`config.mk`:
```
export PLATFORM = sky130hd
export DESIGN_NAME = sync_fifo_param
export DESIGN_NICKNAME = d
export VERILOG_FILES = /design/src/rtl/fifo_pkg.sv /design/src/rtl/fifo_mem_2p.sv /design/src/rtl/sync_fifo_param.sv
export SDC_FILE = /design/constraint.sdc
export NUM_CORES = 1
export LEC_CHECK = 0
export ABC_CLOCK_PERIOD_IN_PS = 2550
export BUFFER_PORTS_ARGS = -buffer_cell sky130_fd_sc_hd__clkbuf_2
export CORE_MARGIN = 2
export CORE_UTILIZATION = 45
export DETAILED_ROUTE_END_ITERATION = 10
export PLACE_DENSITY_LB_ADDON = 0.1
export SYNTH_ARGS = -nofsm -noshare
export SYNTH_HDL_FRONTEND = slang
export SYNTH_SLANG_ARGS = --single-unit
```
`constraint.sdc`:
```
create_clock -name Clk -period 2.55 [get_ports Clk]
set_input_delay 0.255 -clock Clk [delete_from_list [all_inputs] [get_ports Clk]]
set_output_delay 0.255 -clock Clk [all_outputs]
set_load 0.02 [all_outputs]
```
`src/rtl/fifo_pkg.sv`:
```
// Shared FIFO helpers: default geometry and pointer/count width derivation
// used by every FIFO variant in the codebase.
package fifo_pkg;

  localparam int unsigned DEFAULT_WIDTH = 4;
  localparam int unsigned DEFAULT_DEPTH = 16;

  function automatic int unsigned clog2(input int unsigned value);
    int unsigned result;
    result = 0;
    for (int unsigned i = 0; i < 32; i++) begin
      if ((64'd1 << i) < 64'(value)) result = i + 1;
    end
    return result;
  endfunction

  // One extra pointer bit distinguishes full from empty.
  function automatic int unsigned ptr_width(input int unsigned depth);
    return clog2(depth) + 1;
  endfunction

endpackage

```
`src/rtl/fifo_mem_2p.sv`:
```
// DEPTH x WIDTH register array: one synchronous write port, one asynchronous read port.
module fifo_mem_2p #(
  parameter int unsigned WIDTH  = 4,
  parameter int unsigned DEPTH  = 16,
  parameter int unsigned ADDR_W = 4
) (
  input  logic              clk,
  input  logic              we,
  input  logic [ADDR_W-1:0] waddr,
  input  logic [WIDTH-1:0]  wdata,
  input  logic [ADDR_W-1:0] raddr,
  output logic [WIDTH-1:0]  rdata
);

  logic [WIDTH-1:0] mem_q [DEPTH];

  always_ff @(posedge clk) begin
    if (we) mem_q[waddr] <= wdata;
  end

  assign rdata = mem_q[raddr];

endmodule

```
`src/rtl/sync_fifo_param.sv`:
```
// Single-clock parametrised FIFO with occupancy count, almost-full/empty thresholds,
// sticky overflow/underflow flags and selectable standard / FWFT read mode.
module sync_fifo_param
  import fifo_pkg::*;
#(
  parameter  int unsigned WIDTH    = DEFAULT_WIDTH,
  parameter  int unsigned DEPTH    = DEFAULT_DEPTH,
  parameter  int unsigned AF_LEVEL = 12,
  parameter  int unsigned AE_LEVEL = 4,
  parameter  int unsigned FWFT     = 0,
  localparam int unsigned ADDR_W   = clog2(DEPTH)
) (
  input  logic              Clk,
  input  logic              reset,
  input  logic              Wr_en,
  input  logic [WIDTH-1:0]  Data_in,
  input  logic              Rd_en,
  output logic [WIDTH-1:0]  Data_out,
  output logic              Data_valid,
  output logic              Wr_Full,
  output logic              Rd_Empty,
  output logic              Almost_Full,
  output logic              Almost_Empty,
  output logic [ADDR_W:0]   Count,
  input  logic              Clr_err,
  output logic              Overflow,
  output logic              Underflow
);

  localparam logic [ADDR_W:0] DEPTH_C = (ADDR_W + 1)'(DEPTH);
  localparam logic [ADDR_W:0] AF_C    = (ADDR_W + 1)'(AF_LEVEL);
  localparam logic [ADDR_W:0] AE_C    = (ADDR_W + 1)'(AE_LEVEL);

  logic [ADDR_W:0]  wr_ptr_q, wr_ptr_d;
  logic [ADDR_W:0]  rd_ptr_q, rd_ptr_d;
  logic             overflow_q, overflow_d;
  logic             underflow_q, underflow_d;
  logic [ADDR_W:0]  count;
  logic             full, empty;
  logic             wr_acc, rd_acc;
  logic [WIDTH-1:0] rd_data;

  assign count = wr_ptr_q - rd_ptr_q;
  assign full  = (count == DEPTH_C);
  assign empty = (count == '0);

  // Acceptance uses pre-edge flags only, so simultaneous read/write at full or
  // empty resolves to exactly one accepted side.
  assign wr_acc = Wr_en && !full;
  assign rd_acc = Rd_en && !empty;

  always_comb begin
    wr_ptr_d    = wr_acc ? wr_ptr_q + 1'b1 : wr_ptr_q;
    rd_ptr_d    = rd_acc ? rd_ptr_q + 1'b1 : rd_ptr_q;
    overflow_d  = overflow_q;
    underflow_d = underflow_q;
    if (Clr_err) begin
      overflow_d  = 1'b0;
      underflow_d = 1'b0;
    end
    if (Wr_en && full)  overflow_d  = 1'b1;
    if (Rd_en && empty) underflow_d = 1'b1;
  end

  always_ff @(posedge Clk) begin
    if (reset) begin
      wr_ptr_q    <= '0;
      rd_ptr_q    <= '0;
      overflow_q  <= 1'b0;
      underflow_q <= 1'b0;
    end else begin
      wr_ptr_q    <= wr_ptr_d;
      rd_ptr_q    <= rd_ptr_d;
      overflow_q  <= overflow_d;
      underflow_q <= underflow_d;
    end
  end

  fifo_mem_2p #(
    .WIDTH  (WIDTH),
    .DEPTH  (DEPTH),
    .ADDR_W (ADDR_W)
  ) u_mem (
    .clk   (Clk),
    .we    (wr_acc && !reset),
    .waddr (wr_ptr_q[ADDR_W-1:0]),
    .wdata (Data_in),
    .raddr (rd_ptr_q[ADDR_W-1:0]),
    .rdata (rd_data)
  );

  generate
    if (FWFT != 0) begin : g_fwft
      assign Data_out   = rd_data;
      assign Data_valid = !empty;
    end else begin : g_std
      logic [WIDTH-1:0] dout_q, dout_d;
      logic             dvalid_q, dvalid_d;

      always_comb begin
        dout_d   = rd_acc ? rd_data : dout_q;
        dvalid_d = rd_acc;
      end

      always_ff @(posedge Clk) begin
        if (reset) begin
          dout_q   <= '0;
          dvalid_q <= 1'b0;
        end else begin
          dout_q   <= dout_d;
          dvalid_q <= dvalid_d;
        end
      end

      assign Data_out   = dout_q;
      assign Data_valid = dvalid_q;
    end
  endgenerate

  assign Wr_Full      = full;
  assign Rd_Empty     = empty;
  assign Almost_Full  = (count >= AF_C);
  assign Almost_Empty = (count <= AE_C);
  assign Count        = count;
  assign Overflow     = overflow_q;
  assign Underflow    = underflow_q;

endmodule

```
==> results.cfg <==
[run_status]
status = completed

[power_and_ir_drop]
power_mw = 4.59
p_per_area_nw_per_um2 = 1060
ir_worst_vdd_mv = 0.718
power.leakage_nw = 1.51

[logic_synthesis]
ys_seq_area_frac = 0.652
async_flop_share = 0
synth_flop_cell = edfxtp_1
synth.most_common_cell = edfxtp_1
synthesis.instances = 233
synth_area_per_cell_um2 = 14.9
synth_top_area_share = 0.554
synthesis.nets = 252
yosys_warnings = 0
synth.area.top_cells = edfxtp_1 55%, mux4_2 10%, dfxtp_1 9.8%
synth_edf_count = 64
synth-seq-cells = 81
synth_area_um2 = 3470
synth_top_area_cell = edfxtp_1
synth_common_cells = 64 x edfxtp_1, 28 x nor2_1, 17 x dfxtp_1, 16 x mux4_2, 12 x nand2_1
synth_cell_types = 35

[timing]
hold_viol_final = 0
setup-tns-final_ps = 0
setup_viol = 0
rsz0062_at_grt = true
max_slew_margin = 0.660
post-route-period-util = 0.998
max_slew.worst_pin.slew_ps = 508
max_freq_ghz = 0.393
finalClockSkew_ps = 11.5
drv_slew = 0
post-route-min-period_ps = 2550

[setup_path]
worstSetupPathType = flip-flop to output pin
worstPathCellList = inv_2 > ha_4 > fa_2 > nand2b_4 > a21oi_4 > xor2_4 > inv_4 > nor3_4 > clkbuf_8
arrival_ps = 2290
r2r-start = wr_ptr_q[0]
cp_slowest_cell = fa_2
crit_start = wr_ptr_q[0]
required_ps = 2300
cp-start-kind = flip-flop
r2r_cells = 9
slowest_delay_ps = 360
cp-end-kind = output pin
critPathMaxFanout = 5

[floorplan]
start_util = 0.456
io_pins = 25
die_width_um = 91.8
core-area_um2 = 7610
dieArea_um2 = 8430
fp.dieH_um = 91.8
num_rows = 32

[finish]
areaGrowthSynthToFinish_pct = 24.5
drive_gt1_frac = 0.408
fill_cells = 642
seqCellArea_um2 = 2260
diodes = 0
stdcell_count = 396
multiInputGateArea_um2 = 1320
nNetsFinal = 308

[routing]
wl_um = 7590
avgRoutedWirePerCell_um = 19.2
drc = 0
drtPass1Iterations = 4
drt_iter0_markers = 158
vias_per_cell = 5.38
num_vias = 2131
ant_nets = 0

[clocking]
cts_tree = done
cts-root-buf = clkbuf_8
clockBufferDepth = 2
cts.sink_count = 81
cts_hold_buffers = 0
worstSkewPairLatency_ps = 360
numCtsBuffers = 9
htree_levels = 3
path_clk_slew_ps = 90

[hold_path]
holdPathStages = 3
hp-class = primary input to flip-flop
min_from = Rd_en

[placed_design]
place.detailed.hpwl_um = 5270
portBuffers = 24
placed_cells = 375
gp_congestion = 0.814

[global_route]
grt_pass1_wl_um = 11800
grt_pass1_vias = 2089
gr-usage-met1 = 0.292
grt_util_met2 = 0.277
grtUsageMet3 = 0.0427
grt_overflow = 0
grt.total_usage = 0.193
grt_max_degree = 22
antenna_found_initial = 0
busiest_layer = met1

[run]
maxCapViolations = 0
-- sequential cells by signal, indices dropped and copies added, names as in the netlist --
name,cells
Data_valid,1
u_mem.mem_q,64
rd_ptr_q,5
Data_out,4
Overflow,1
Underflow,1
wr_ptr_q,5
-- stage by stage --
stage	instance area (µm²)	worst slack, ps	hold WS (ps)	utilization
after global placement	4010	80.0	444	0.526
after detailed placement	4010	28.7	451	0.526
final	4320	3.83	226	0.568
after global routing	4320	-92.5	242	0.568
after floorplan	3620	-14.5	354	-
after CTS	4220	-35.7	216	0.555
-- cells in the final DEF, fill, tap and decap left out, types with 3 or more instances in the layout --
master / count
edfxtp_1: 64
buf_4: 30
clkbuf_2: 21
nor2_1: 20
mux4_2: 16
dfxtp_1: 15
nand2_1: 11
clkbuf_8: 10
a21oi_1: 9
nor2_4: 8
o22ai_1: 8
ha_1: 7
inv_1: 6
xnor2_1: 6
or3_1: 6
nand2b_1: 5
nor4_2: 3
a31oi_1: 3
inv_8: 3
buf_6: 3
-- routing by layer --
metal	vias up	routed length [µm]
met2	41	3520
met1	1088	3720
met3	7	265
met4	0	80
li1	995	-
met5	-	0
-- final cells by class --
cell class / instances / share of cell area
inverters: 9 / 0.00839
clock inverters: 7 / 0.0159
multi-input cells: 133 / 0.306
flip-flops and latches: 81 / 0.524
clock buffers: 9 / 0.0287
repair buffers: 55 / 0.0874
well taps: 102 / 0.0295
-- power breakdown --
group          internal [mW]  leakage [nW]  switching, mW  total, mW
clock network          0.384         0.100          0.531      0.915
registers               1.52         0.716         0.0505       1.57
logic                  0.938         0.692           1.17       2.10
-- timing repair --
item | in CTS | in global routing
pin swaps | 2 | 6
buffers inserted | 0 | 5
setup endpoints to repair | 3 | 52
gates resized for setup | 6 | 16
-- worst max-delay path, delay by kind of cell, from the launching register on --
family	cells	cell delay [ps]
AOI/OAI and AO/OA	1	170
xor gates and xnor gates	1	280
adders and majority gates	2	510
buffers and inverters	3	330
DFF	1	340
and+or+nand+nor	2	320
-- path summary, 6_finish.rpt --
path,end,slack [ps]
setup reg to reg,u_mem.mem_q[10][0],10
hold reg to reg,Data_out[0],460
setup / recovery,Rd_Empty,4
hold / removal,Underflow,230
-- kinds of logic after synthesis --
group	after synthesis	synth area share
mux	18	0.110
compound gates	27	0.0541
flops	81	0.652
fa+ha+maj	10	0.0382
xor+xnor	10	0.0274
buf+inv	19	0.0249
simple gates	68	0.0944
No activity file was read; power rests on OpenSTA's default activity.
